--- config.mk ---
export PLATFORM = sky130hd
export DESIGN_NAME = load_store_unit
export DESIGN_NICKNAME = d
export VERILOG_FILES = /design/src/rtl/load_store_unit.sv
export SDC_FILE = /design/constraint.sdc
export NUM_CORES = 1
export LEC_CHECK = 0
export BUFFER_PORTS_ARGS = -buffer_cell sky130_fd_sc_hd__buf_2
export CAP_MARGIN = 10
export CORE_ASPECT_RATIO = 0.75
export CORE_MARGIN = 1.5
export CORE_UTILIZATION = 59
export CTS_BUF_LIST = sky130_fd_sc_hd__clkbuf_16
export CTS_CLUSTER_DIAMETER = 120
export DETAILED_ROUTE_END_ITERATION = 8
export GPL_TIMING_DRIVEN = 1
export MAX_ROUTING_LAYER = met4
export PLACE_DENSITY = 0.87
export SLEW_MARGIN = 20
export SYNTH_ARGS = -nofsm -noshare
export SYNTH_HDL_FRONTEND = slang
export SYNTH_SLANG_ARGS = --single-unit
--- constraint.sdc ---
create_clock -name clk -period 5.2 [get_ports clk]
set_input_delay 0.52 -clock clk [delete_from_list [all_inputs] [get_ports clk]]
set_output_delay 0.52 -clock clk [all_outputs]
set_load 0.005 [all_outputs]
--- src/rtl/load_store_unit.sv ---
// load_store_unit: byte-addressed load/store sequencer onto a word memory port.
// Define LSU_MISALIGN_EN to split word-crossing accesses into two beats.
module load_store_unit #(
  parameter int ADDR_WIDTH = 15,
  parameter int DATA_WIDTH = 32
) (
  input  logic                  clk,
  input  logic                  rst,
  input  logic                  req_valid,
  output logic                  req_ready,
  input  logic                  req_we,
  input  logic [2:0]            req_funct3,
  input  logic [31:0]           req_addr,
  input  logic [DATA_WIDTH-1:0] req_wdata,
  output logic                  resp_valid,
  output logic [DATA_WIDTH-1:0] resp_rdata,
  output logic                  resp_err,
  output logic                  mem_we,
  output logic [3:0]            mem_be,
  output logic [2:0]            mem_op_read,
  output logic [ADDR_WIDTH-1:0] mem_addr,
  output logic [DATA_WIDTH-1:0] mem_wdata,
  input  logic [DATA_WIDTH-1:0] mem_rdata
);

  typedef enum logic [1:0] {
    IDLE,
    FIRST,
    SECOND,
    RESP
  } state_t;

  localparam logic [ADDR_WIDTH-1:0] WORD_ONE = 1;

  state_t state;
  state_t state_nxt;

  logic                  we_q;
  logic [2:0]            f3_q;
  logic [1:0]            off_q;
  logic [ADDR_WIDTH-1:0] waddr_q;
  logic [31:0]           wdata_q;
  logic [63:0]           buf_q;

  logic        accept;
  logic        req_illegal;
  logic        req_bad;
  logic [7:0]  base;
  logic [7:0]  mask8;
  logic [63:0] sh64;
  logic [63:0] buf_nxt;
  logic [31:0] raw;
  logic [31:0] ld_data;
  logic        unused_addr;

  assign unused_addr = ^req_addr[31:ADDR_WIDTH+2];
  assign accept      = (state == IDLE) && req_valid;
  assign mem_op_read = 3'b010;

  // Classify the incoming request as illegal (or misaligned when unsplit)
  always_comb begin
    req_illegal = 1'b0;
    if (req_we)
      req_illegal = (req_funct3 >= 3'b011);
    else
      req_illegal = (req_funct3 == 3'b011) ||
                    (req_funct3[2:1] == 2'b11);
  end

`ifdef LSU_MISALIGN_EN
  logic [2:0] size;
  logic       cross;

  assign req_bad = req_illegal;

  // Access size in bytes and whether it spills into the next word
  always_comb begin
    unique case (f3_q[1:0])
      2'b00:   size = 3'd1;
      2'b01:   size = 3'd2;
      default: size = 3'd4;
    endcase
    cross = ({1'b0, off_q} + size) > 3'd4;
  end
`else
  logic req_misal;

  assign req_misal =
    ((req_funct3[1:0] == 2'b01) && req_addr[0]) ||
    ((req_funct3[1:0] == 2'b10) && (req_addr[1:0] != 2'b00));
  assign req_bad = req_illegal || req_misal;
`endif

  // Byte lane mask and lane-shifted store data over two words
  always_comb begin
    unique case (f3_q[1:0])
      2'b00:   base = 8'h01;
      2'b01:   base = 8'h03;
      default: base = 8'h0F;
    endcase
    mask8 = base << off_q;
    sh64  = {32'b0, wdata_q} << {off_q, 3'b000};
  end

  // Load buffer with the word arriving this cycle merged in
  always_comb begin
    if (state == SECOND)
      buf_nxt = {mem_rdata, buf_q[31:0]};
    else
      buf_nxt = {buf_q[63:32], mem_rdata};
    raw = 32'(buf_nxt >> {off_q, 3'b000});
  end

  // Truncate and extend the aligned load data
  always_comb begin
    ld_data = '0;
    case (f3_q)
      3'b000:  ld_data = {{24{raw[7]}}, raw[7:0]};
      3'b001:  ld_data = {{16{raw[15]}}, raw[15:0]};
      3'b010:  ld_data = raw;
      3'b100:  ld_data = {24'b0, raw[7:0]};
      3'b101:  ld_data = {16'b0, raw[15:0]};
      default: ld_data = '0;
    endcase
  end

  // State register
  always_ff @(posedge clk) begin
    if (rst)
      state <= IDLE;
    else
      state <= state_nxt;
  end

  // Next-state decode
  always_comb begin
    state_nxt = state;
    unique case (state)
      IDLE:
        if (req_valid)
          state_nxt = req_bad ? RESP : FIRST;
      FIRST:
`ifdef LSU_MISALIGN_EN
        state_nxt = cross ? SECOND : RESP;
`else
        state_nxt = RESP;
`endif
      SECOND:  state_nxt = RESP;
      RESP:    state_nxt = IDLE;
      default: state_nxt = IDLE;
    endcase
  end

  // Memory port and handshake decode; reset blocks an in-flight write
  always_comb begin
    req_ready = (state == IDLE);
    mem_we    = 1'b0;
    mem_be    = '0;
    mem_addr  = '0;
    mem_wdata = '0;
    case (state)
      FIRST: begin
        mem_we    = we_q && !rst;
        mem_be    = mask8[3:0];
        mem_addr  = waddr_q;
        mem_wdata = sh64[31:0];
      end
      SECOND: begin
        mem_we    = we_q && !rst;
        mem_be    = mask8[7:4];
        mem_addr  = waddr_q + WORD_ONE;
        mem_wdata = sh64[63:32];
      end
      default: ;
    endcase
  end

  // Latch the request on accept, then collect load words
  always_ff @(posedge clk) begin
    if (rst) begin
      we_q    <= 1'b0;
      f3_q    <= '0;
      off_q   <= '0;
      waddr_q <= '0;
      wdata_q <= '0;
      buf_q   <= '0;
    end else if (accept) begin
      we_q    <= req_we;
      f3_q    <= req_funct3;
      off_q   <= req_addr[1:0];
      waddr_q <= req_addr[ADDR_WIDTH+1:2];
      wdata_q <= req_wdata;
    end else if (!we_q &&
                 (state == FIRST || state == SECOND)) begin
      buf_q <= buf_nxt;
    end
  end

  // Registered response, raised on entry to RESP
  always_ff @(posedge clk) begin
    if (rst) begin
      resp_valid <= 1'b0;
      resp_err   <= 1'b0;
      resp_rdata <= '0;
    end else begin
      resp_valid <= (state_nxt == RESP);
      if (state_nxt == RESP) begin
        resp_err <= (state == IDLE);
        if (state == IDLE || we_q)
          resp_rdata <= '0;
        else
          resp_rdata <= ld_data;
      end
    end
  end

endmodule

* After elaboration in Yosys (flattened, before gate mapping) *
Cells that the tools add are included.

word-level totals
  bits in registers = 153
  latch bits = 0
  bits in writable memories = 0
  ROM bits = 0
  bits of input ports = 103
  output and inout bits = 90
  memories = 0

cells by class
  $add $sub $neg = 1
  multipliers = 0
  divide/modulo/power cells = 0
  order comparisons = 1
  equal/unequal tests = 13
  shifts and indexed selects = 3
  multiplexer cells = 12
  bitwise gates (word level) = 1
  reductions and logical operators = 18

operators by type and width
  kind                     count
  $pmux W32 S5             1
  $mux W64                 1
  $pmux W32 S2             1
  $shl A32 B5 Y64          1
  $shr A64 B5 Y32          1
  $mux W32                 1
  $pmux W15 S2             1
  $pmux W4 S2              2
  $add A15 B1 Y15 const B  1
  $eq A2 B2 Y1 const B     5
  $shl A8 B2 Y8            1
  $eq A2 B1 Y1 const B     3
  $eq A3 B2 Y1 const B     2
  $eq A3 B3 Y1 const B     2
  $pmux W2 S3              1
  $logic_and A1 B1 Y1      5
  $logic_or A1 B1 Y1       5
  $logic_not A2 Y1         2
  $mux W2                  2
  $eq A3 B1 Y1 const B     1
  $ge A3 B2 Y1 const B     1
  $logic_not A3 Y1         1
  $logic_not A1 Y1         2
  $mux W1                  2
  4 further kinds          4

* Logic depth before layout (Yosys ltp) *
Gate-level depths: netlist of run 1.

  word-level depth = 8
  depth in mapped cells = 10
  mapped depth without buffers = 7

* Worst setup path before layout of run 1 *
Ideal clock, no wire load.

  kind = reg-to-output
  from = register state[0]
  to = output port mem_addr[4]
  data arrival time = 2043 ps
  data required time = 4680 ps
  setup slack = 2637 ps
  cell stages (with the launch flop) = 11
  path through = dfxtp_1 > inv_1 > ha_1 > buf_6 > clkbuf_1 > clkbuf_1 > nand2_1 > clkbuf_1 > o21ai_0 > nand2_1 > o31ai_1

on the way
  cells in the longest elaborated chain, start to end = 2

ends and longest elaborated chain
  what                                                 RTL line  text
  start, declared                                      35        state_t state;
  start signal, assigned                               132       state <= state_nxt;
  $eq A2 B2 Y1 / $eq A2 B1 Y1 (equally long branches)  161       case (state)
  $pmux W15 S2 *                                       161
  end, declared                                        21        output logic [ADDR_WIDTH-1:0] mem_addr,

Mark *: on every way between the ends. The rest lies on a longest branch, timed or not.

* Final worst setup path of run 1 *
  from = register state[1]
  to = output port mem_wdata[19]

on the way
  cells in the longest elaborated chain, start to end = 2

ends and longest elaborated chain
  what                                                 RTL line  text
  $eq A2 B2 Y1 / $eq A2 B1 Y1 (equally long branches)  161
  $pmux W32 S2 *                                       161
  end, declared                                        22        output logic [DATA_WIDTH-1:0] mem_wdata,

Marks and branches as above.

==> run summary, run 1 <==
• number of standard cells after synthesis: 1025
• TritonRoute pass-1 iters: 6
• IR Drop Worst-Case VDD: 0.000429 V
• largest fanout of any net on the critical path: 14
• width of the chip: 138 µm
• Layout Utilization: 71.8%
• proportion of layout cells with a drive suffix above 1: 24.1%
• remaining global-route overflow: 0
• netlist area before placement: 8100 µm²
• post-route design area: 9470 µm²
• mean number of vias per cell: 6.27
• leakage: 3.68 nW
• Final nets: 1247
• Setup TNS Final: 0 ps
• final setup violation count: 0
• worst path cell trace: inv_1 -> ha_1 -> buf_4 -> nand2b_1 -> nor2_1 -> a222oi_1 -> nor2_1 -> buf_2
• maximum number of pins on one net before global-route repair: 100
• gr usage total: 33.7%
• PwrDens: 475 nW/µm²
• setup repair after global routing missed its margin: false
• final worst path period share: 67.6%
• worst setup slack after layout: 1680 ps
• I/O pins: 193
• EDFF count, synth: 0
• initial core utilization: 61.4%
• vias in the first global route: 7197
• clock root buffer: clkbuf_16
• sequential share of the synthesized area: 35.8%
• most numerous cell in the Yosys netlist: nand2_1
• Die Outline Area: 14400 µm²
• number of antenna violations at the first check in global routing: 2
• setup slack at placement: 2070 ps
• share of the synthesized area in the top cell type: 35.8%
• final count of pins violating max slew: 0
• number of distinct library cells after synthesis: 53
• CTS tree: done
• required arrival time at the worst endpoint: 4680 ps
• Resized cells post-CTS: 0
• final number of hold-violating endpoints: 0
• maximum clock frequency: 0.284 GHz
• detailed placer's ending HPWL: 16.4 mm
• Die Height: 104 µm
• Setup crit start kind: register
• number of buffers inserted by hold repair at cts: 0
• FP Rows: 36
• Synth warnings: 0
• placement-stage cell area: 8910 µm²
• Primary FF master, synth: dfxtp_1
• commonest cells in the netlist: nand2_1, dfxtp_1, nor2_1
• Async S/R FF share, synth: 0%
• Area contributors post-synth: dfxtp_1, mux2i_1, nand2_1, a21oi_1, nor2_1
• number of remaining DRC errors: 0
• Crit path arrival time: 3000 ps
• count of antenna-violating nets left after detailed routing: 0
• mean instance size in the synthesized netlist: 7.90 µm²
• detail-routed net length per standard cell: 18.3 µm
• cell mode on critical path: nor2_1
• total CTS buffers: 17
• highest cell delay on the worst timing path: 890 ps
• time the final worst path needs with I/O delays and setup: 3520 ps
• Port Buffer Count: 174
• worst clock skew: 11.7 ps
• clock latency of the later-clocked register in the worst-skew pair: 430 ps
• Sinks on Clock Net: 145
• via count of the routed design: 8310
• path type of the worst setup path: register to primary output
• result of the run: complete, no violations
• Layout fillers: 1034
• clock transition at the registers of the reported paths: 70 ps
• leading area contributor after synthesis: dfxtp_1
• layout-stage area growth over the synthesis result: 16.9%
• max-cap viol count: 0
• worst min-delay path category: input port to register
• Hold Path Cell Cnt: 3
• transition time of the tightest slew-check pin: 1080 ps
• depth of the worst register-to-register path: 7
• post-CTS setup repair buffer count: 0
• core area: 13200 µm²
• count of state elements after synthesis: 145
• maximum number of buffers from clock root to sink: 2
• Worst slew margin: 28.3%
• final weighted congestion of routability-driven global placement: 0.913
• slowest cell on the critical path: nor2_1
• initial drt markers: 1097
• worst hold margin: 321 ps
• wire length reported by the detailed router: 24.3 mm
• category of the worst setup path capture point: primary output
• wire length of the first global-routing pass: 38.2 mm
• H-tree depth: 4
[per-layer routing]
layer,global-route usage (%),up-vias,part of all wire [%]
met4,8.80,0,1.4
li1,-,3881,-
met2,46.1,537,43
met1,48.9,3849,43
met5,-,-,0
met3,8.84,43,12
[final cells by class]
class | count | area [µm²] | share of cell area, %
sequential | 145 | 2910 | 30.7
multi-input combinational | 769 | 4750 | 50.2
clock buffer | 17 | 425 | 4.49
clock inverter | 15 | 126 | 1.33
inverter | 18 | 67.6 | 0.713
antenna | 3 | 7.51 | 0.0792
tap | 171 | 214 | 2.26
timing repair buffer | 187 | 971 | 10.2
[flip-flops by register name, indices dropped and copies added (netlist names)]
signal      count
resp_rdata     32
f3_q            3
waddr_q        15
resp_valid      1
buf_q          56
we_q            1
off_q           2
resp_err        1
state           2
wdata_q        32
[logic make-up (layout without fill, tap and decap cells)]
| family | count (synthesis) | in the layout | synth area share (%) |
|---|---|---|---|
| AND/OR/NAND/NOR | 362 | 362 | 18.5 |
| AO/OA/AOI/OAI | 284 | 284 | 23.2 |
| flip-flops | 145 | 145 | 35.8 |
| buffers and inverters | 112 | 237 | 5.67 |
| multiplexers | 109 | 109 | 15.2 |
| adder cells (fa/ha/maj) | 6 | 6 | 0.927 |
| XOR/XNOR | 5 | 5 | 0.541 |
| other | 2 | 6 | 0.0927 |
[path summary, 6_finish.rpt]
| kind | start | endpoint | slack [ps] |
|---|---|---|---|
| max | state[1]$_SDFF_PP0_ | mem_wdata[19] | 1680 |
| min reg2reg | resp_rdata[7]$_SDFFE_PP0N_ | resp_rdata[7]$_SDFFE_PP0N_ | 450 |
| min | req_addr[9] | waddr_q[7]$_SDFFE_PP0P_ | 320 |
| max reg2reg | state[0]$_SDFF_PP0_ | resp_rdata[21]$_SDFFE_PP0N_ | 1960 |
[worst max-delay path: cells and delay by family, from the launching register on]
family,cells,cell delay (ps)
AND/OR/NAND/NOR,3,1370
AO/OA/AOI/OAI,1,250
buffers and inverters,3,440
flip-flops,1,350
adder cells (fa/ha/maj),1,150
[placed cells by master (no fill, tap or decap), types with 3 or more instances in the layout]
cell | netlist | layout
nand2_1 | 180 | 180
buf_2 | 7 | 173
dfxtp_1 | 145 | 143
nor2_1 | 111 | 111
a21oi_1 | 98 | 98
mux2i_1 | 69 | 69
o21ai_0 | 52 | 52
mux2_2 | 32 | 32
a211oi_1 | 28 | 28
nand3_1 | 26 | 26
a22o_1 | 25 | 25
inv_1 | 17 | 17
clkbuf_16 | 0 | 17
o22ai_1 | 15 | 15
a22oi_1 | 14 | 14
nor3_1 | 15 | 14
buf_4 | 4 | 14
a221o_2 | 10 | 10
o22a_1 | 8 | 8
mux4_2 | 8 | 8
o221ai_1 | 7 | 7
a221o_1 | 6 | 6
nor2b_1 | 5 | 5
nand2b_1 | 5 | 5
a222oi_1 | 5 | 5
or3_1 | 5 | 5
ha_1 | 6 | 4
clkinv_4 | 0 | 4
inv_6 | 0 | 4
diode_2 | 0 | 3
clkinv_1 | 1 | 3
and2_1 | 4 | 3
a32oi_1 | 3 | 3
xor2_1 | 3 | 3
conb_1 | 2 | 3
inv_8 | 0 | 3
[through the flow]
stage          std cells  power (mW)
2_1_floorplan       1026        2.82
4_1_cts             1322        4.45
6_report            1325        4.50
5_1_grt             1324        4.74
3_5_place_dp        1290        3.30
3_3_place_gp        1290        3.24
[power by group]
part / internal (mW) / switching (mW) / leakage (nW)
sequential: 1.36 / 0.206 / 1.19
combinational: 0.650 / 1.13 / 2.23
clock: 0.624 / 0.529 / 0.266
Note: power is estimated with default switching activity, not from simulation.
==> inputs of run 2 (changes only) <==
--- a/config.mk
+++ b/config.mk
@@ -9,13 +9,13 @@
 export CAP_MARGIN = 10
 export CORE_ASPECT_RATIO = 0.75
 export CORE_MARGIN = 1.5
-export CORE_UTILIZATION = 59
+export CORE_UTILIZATION = 54
 export CTS_BUF_LIST = sky130_fd_sc_hd__clkbuf_16
 export CTS_CLUSTER_DIAMETER = 120
 export DETAILED_ROUTE_END_ITERATION = 8
 export GPL_TIMING_DRIVEN = 1
 export MAX_ROUTING_LAYER = met4
-export PLACE_DENSITY = 0.87
+export PLACE_DENSITY = 0.8
 export SLEW_MARGIN = 20
 export SYNTH_ARGS = -nofsm -noshare
 export SYNTH_HDL_FRONTEND = slang
==> constraint.sdc (replaced) <==
create_clock -name clk -period 3.47 [get_ports clk]
set_input_delay 0.347 -clock clk [delete_from_list [all_inputs] [get_ports clk]]
set_output_delay 0.347 -clock clk [all_outputs]
set_load 0.005 [all_outputs]
==> run 2 against run 1 <==
Effect of this change: non-clock buffer count up 6; register-to-register slack got worse by 1400 ps; hold slack got worse by 180 ps; via count fell by 1.4%; largest power group unchanged; final cell count increased by 2.6%.
==> run summary, run 2 (synthesis results as in run 1) <==
• result of the run: complete, no violations
• path type of the worst setup path: register to primary output
• Worst slew margin: 47.7%, +19 points
• detailed placer's ending HPWL: 17.1 mm, +4.0%
• PwrDens: 732 nW/µm², +54%
• maximum number of buffers from clock root to sink: 2, unchanged
• initial drt markers: 954, -13%
• CP Buf/Inv Count: 3, unchanged
• time the final worst path needs with I/O delays and setup: 3240 ps
• mean number of vias per cell: 6.03, -3.9%
• setup repair after global routing missed its margin: false
• required arrival time at the worst endpoint: 3120 ps, -1560 ps
• beginning of the worst register-to-register path: state[0]$_SDFF_PP0_
• Die Outline Area: 15800 µm², +9.0%
• number of buffers inserted by hold repair at cts: 0, unchanged
• final weighted congestion of routability-driven global placement: 0.945, +3.6%
• most common cell after layout, fill and taps aside: nand2_1
• Die Height: 109 µm, +4.4%
• wire length of the first global-routing pass: 38.1 mm, about the same
• maximum number of pins on one net before global-route repair: 73, -27%
• Hold Path Cell Cnt: 3, unchanged
• Min-Delay Startpoint: req_addr[7]
• Layout Utilization: 66.3%, -5.5 points
• Crit path arrival time: 2900 ps, -100 ps
• Setup crit start kind: register
• clock root buffer: clkbuf_16
• vias in the first global route: 6923, -3.8%
• count of antenna-violating nets left after detailed routing: 0, unchanged
• internal power contribution: 4.26 mW, +62%
• wire length reported by the detailed router: 24.8 mm, +1.9%
• Resized cells post-CTS: 0, unchanged
• P_sw: 2.79 mW, +50%
• initial core utilization: 55.7%, -5.7 points
• I/O pins: 193, unchanged
• total CTS buffers: 17, unchanged
• Sinks on Clock Net: 145, unchanged
• register bank with the most flops: buf_q
• most used cells in the layout excluding fill and tap cells: nand2_1, buf_2, dfxtp_1
• depth of the worst register-to-register path: 7, unchanged
• number of antenna violations at the first check in global routing: 2, unchanged
• Reg2Reg Capture Point: resp_rdata[18]$_SDFFE_PP0N_
• clock share of power: 28.1%, +2.5 points
• IR Drop Worst-Case VDD: 0.000415 V, -3.2%
• largest fanout of any net on the critical path: 34, +20
• relative contribution of combinational cells to total power: 38.7%, -0.8 points
• Final nets: 1253, +0.48%
• gr usage total: 32.7%, -1.1 points
• max-cap viol count: 0, unchanged
• highest cell delay on the worst timing path: 470 ps, -420 ps
• width of the chip: 144 µm, +4.4%
• final count of pins violating max slew: 0, unchanged
• core area: 14500 µm², +10%
• final setup violation count: 0, unchanged
• worst clock skew: 10.6 ps, -1.19 ps
• proportion of layout cells with a drive suffix above 1: 24.5%, +0.39 points
• reg2reg setup slack: 530 ps, -1430 ps
• Port Buffer Count: 174, unchanged
• Setup TNS Final: 0 ps, unchanged
• final worst path period share: 93.5%
• leakage: 3.76 nW, +2.2%
• relative contribution of sequential cells to total power: 33.2%, -1.6 points
• FP Rows: 38, +5.6%
• maximum clock frequency: 0.308 GHz
• TritonRoute pass-1 iters: 5, -1
• via count of the routed design: 8195, -1.4%
• switching power share of the total: 39.5%, -1.9 points
• number of remaining DRC errors: 0, unchanged
• delay-heaviest family, CP: buffers and inverters
• remaining global-route overflow: 0, unchanged
• slowest cell on the critical path: and2_1
• clock latency of the later-clocked register in the worst-skew pair: 430 ps, about the same
• transition time of the tightest slew-check pin: 784 ps, -291 ps
• worst path cell trace: inv_1 -> ha_2 -> buf_4 -> and2_1 -> a22o_1 -> a222oi_1 -> nor2_1 -> buf_2
• layout-stage area growth over the synthesis result: 19.0%
• clock transition at the registers of the reported paths: 60 ps, about the same
• category of the worst setup path capture point: primary output
• final number of hold-violating endpoints: 0, unchanged
• post-CTS setup repair buffer count: 0, unchanged
• H-tree depth: 4, unchanged
• detail-routed net length per standard cell: 18.2 µm, -0.63%
• registers with the most flip-flops: buf_q (56), resp_rdata (32), wdata_q (32)
• CTS tree: done
• Hold Path Sink: waddr_q[5]$_SDFFE_PP0P_
• worst hold margin: 146 ps, -175 ps
• worst min-delay path category: input port to register
• number of flip-flops under the largest register name: 56, unchanged
==> run 2: metrics by stage <==
stage | area [µm²] | std cells | total power [mW] | setup slack (ps)
3_3_place_gp | 9010 | 1325 | 4.94 | 626
3_5_place_dp | 9010 | 1325 | 5.01 | 605
4_1_cts | 9640 | 1357 | 6.99 | 288
5_1_grt | 9640 | 1359 | 7.44 | 114
6_report | 9640 | 1359 | 7.05 | 225
2_1_floorplan | 8100 | 1026 | 4.23 | 1060
==> run 2: cell type report <==
class                      instances  area, µm²
clock buffer                      17        425
antenna                            2       5.00
timing repair buffer             193       1030
inverter                          18       67.6
multi-input combinational        769       4750
fill                            1242       4910
clock inverter                    15        205
sequential                       145       2910
tap                              200        250
==> run 2: worst min-delay path: stages <==
cell and delay (ps):
buf_2 90, nand2_1 40, a21oi_1 50
==> run 2: power groups by stage <==
stage / clock, mW / combinational (mW) / sequential, mW
after global routing: 2.08 / 2.96 / 2.39
final: 1.98 / 2.73 / 2.35
after detailed placement: 0 / 2.64 / 2.37
after CTS: 1.99 / 2.67 / 2.33
after global placement: 0 / 2.60 / 2.34
after floorplan: 0 / 1.97 / 2.26
==> run 2: worst max-delay path by stage <==
stage                   startpoint                           to  cells after the start
5_1_grt        state[0]$_SDFF_PP0_                    mem_be[2]                      8
2_1_floorplan  state[0]$_SDFF_PP0_  resp_rdata[30]$_SDFFE_PP0N_                      9
4_1_cts        state[0]$_SDFF_PP0_                mem_wdata[22]                      8
3_3_place_gp   state[0]$_SDFF_PP0_  resp_rdata[24]$_SDFFE_PP0N_                      7
6_report       state[0]$_SDFF_PP0_                mem_wdata[19]                      8
3_5_place_dp   state[0]$_SDFF_PP0_  resp_rdata[25]$_SDFFE_PP0N_                      7
==> run 2: layer usage <==
metal | part of all wire, % | track usage, %
met5 | 0 | -
met4 | 1.5 | 9.60
met3 | 11 | 6.32
met2 | 42 | 43.4
met1 | 46 | 49.3
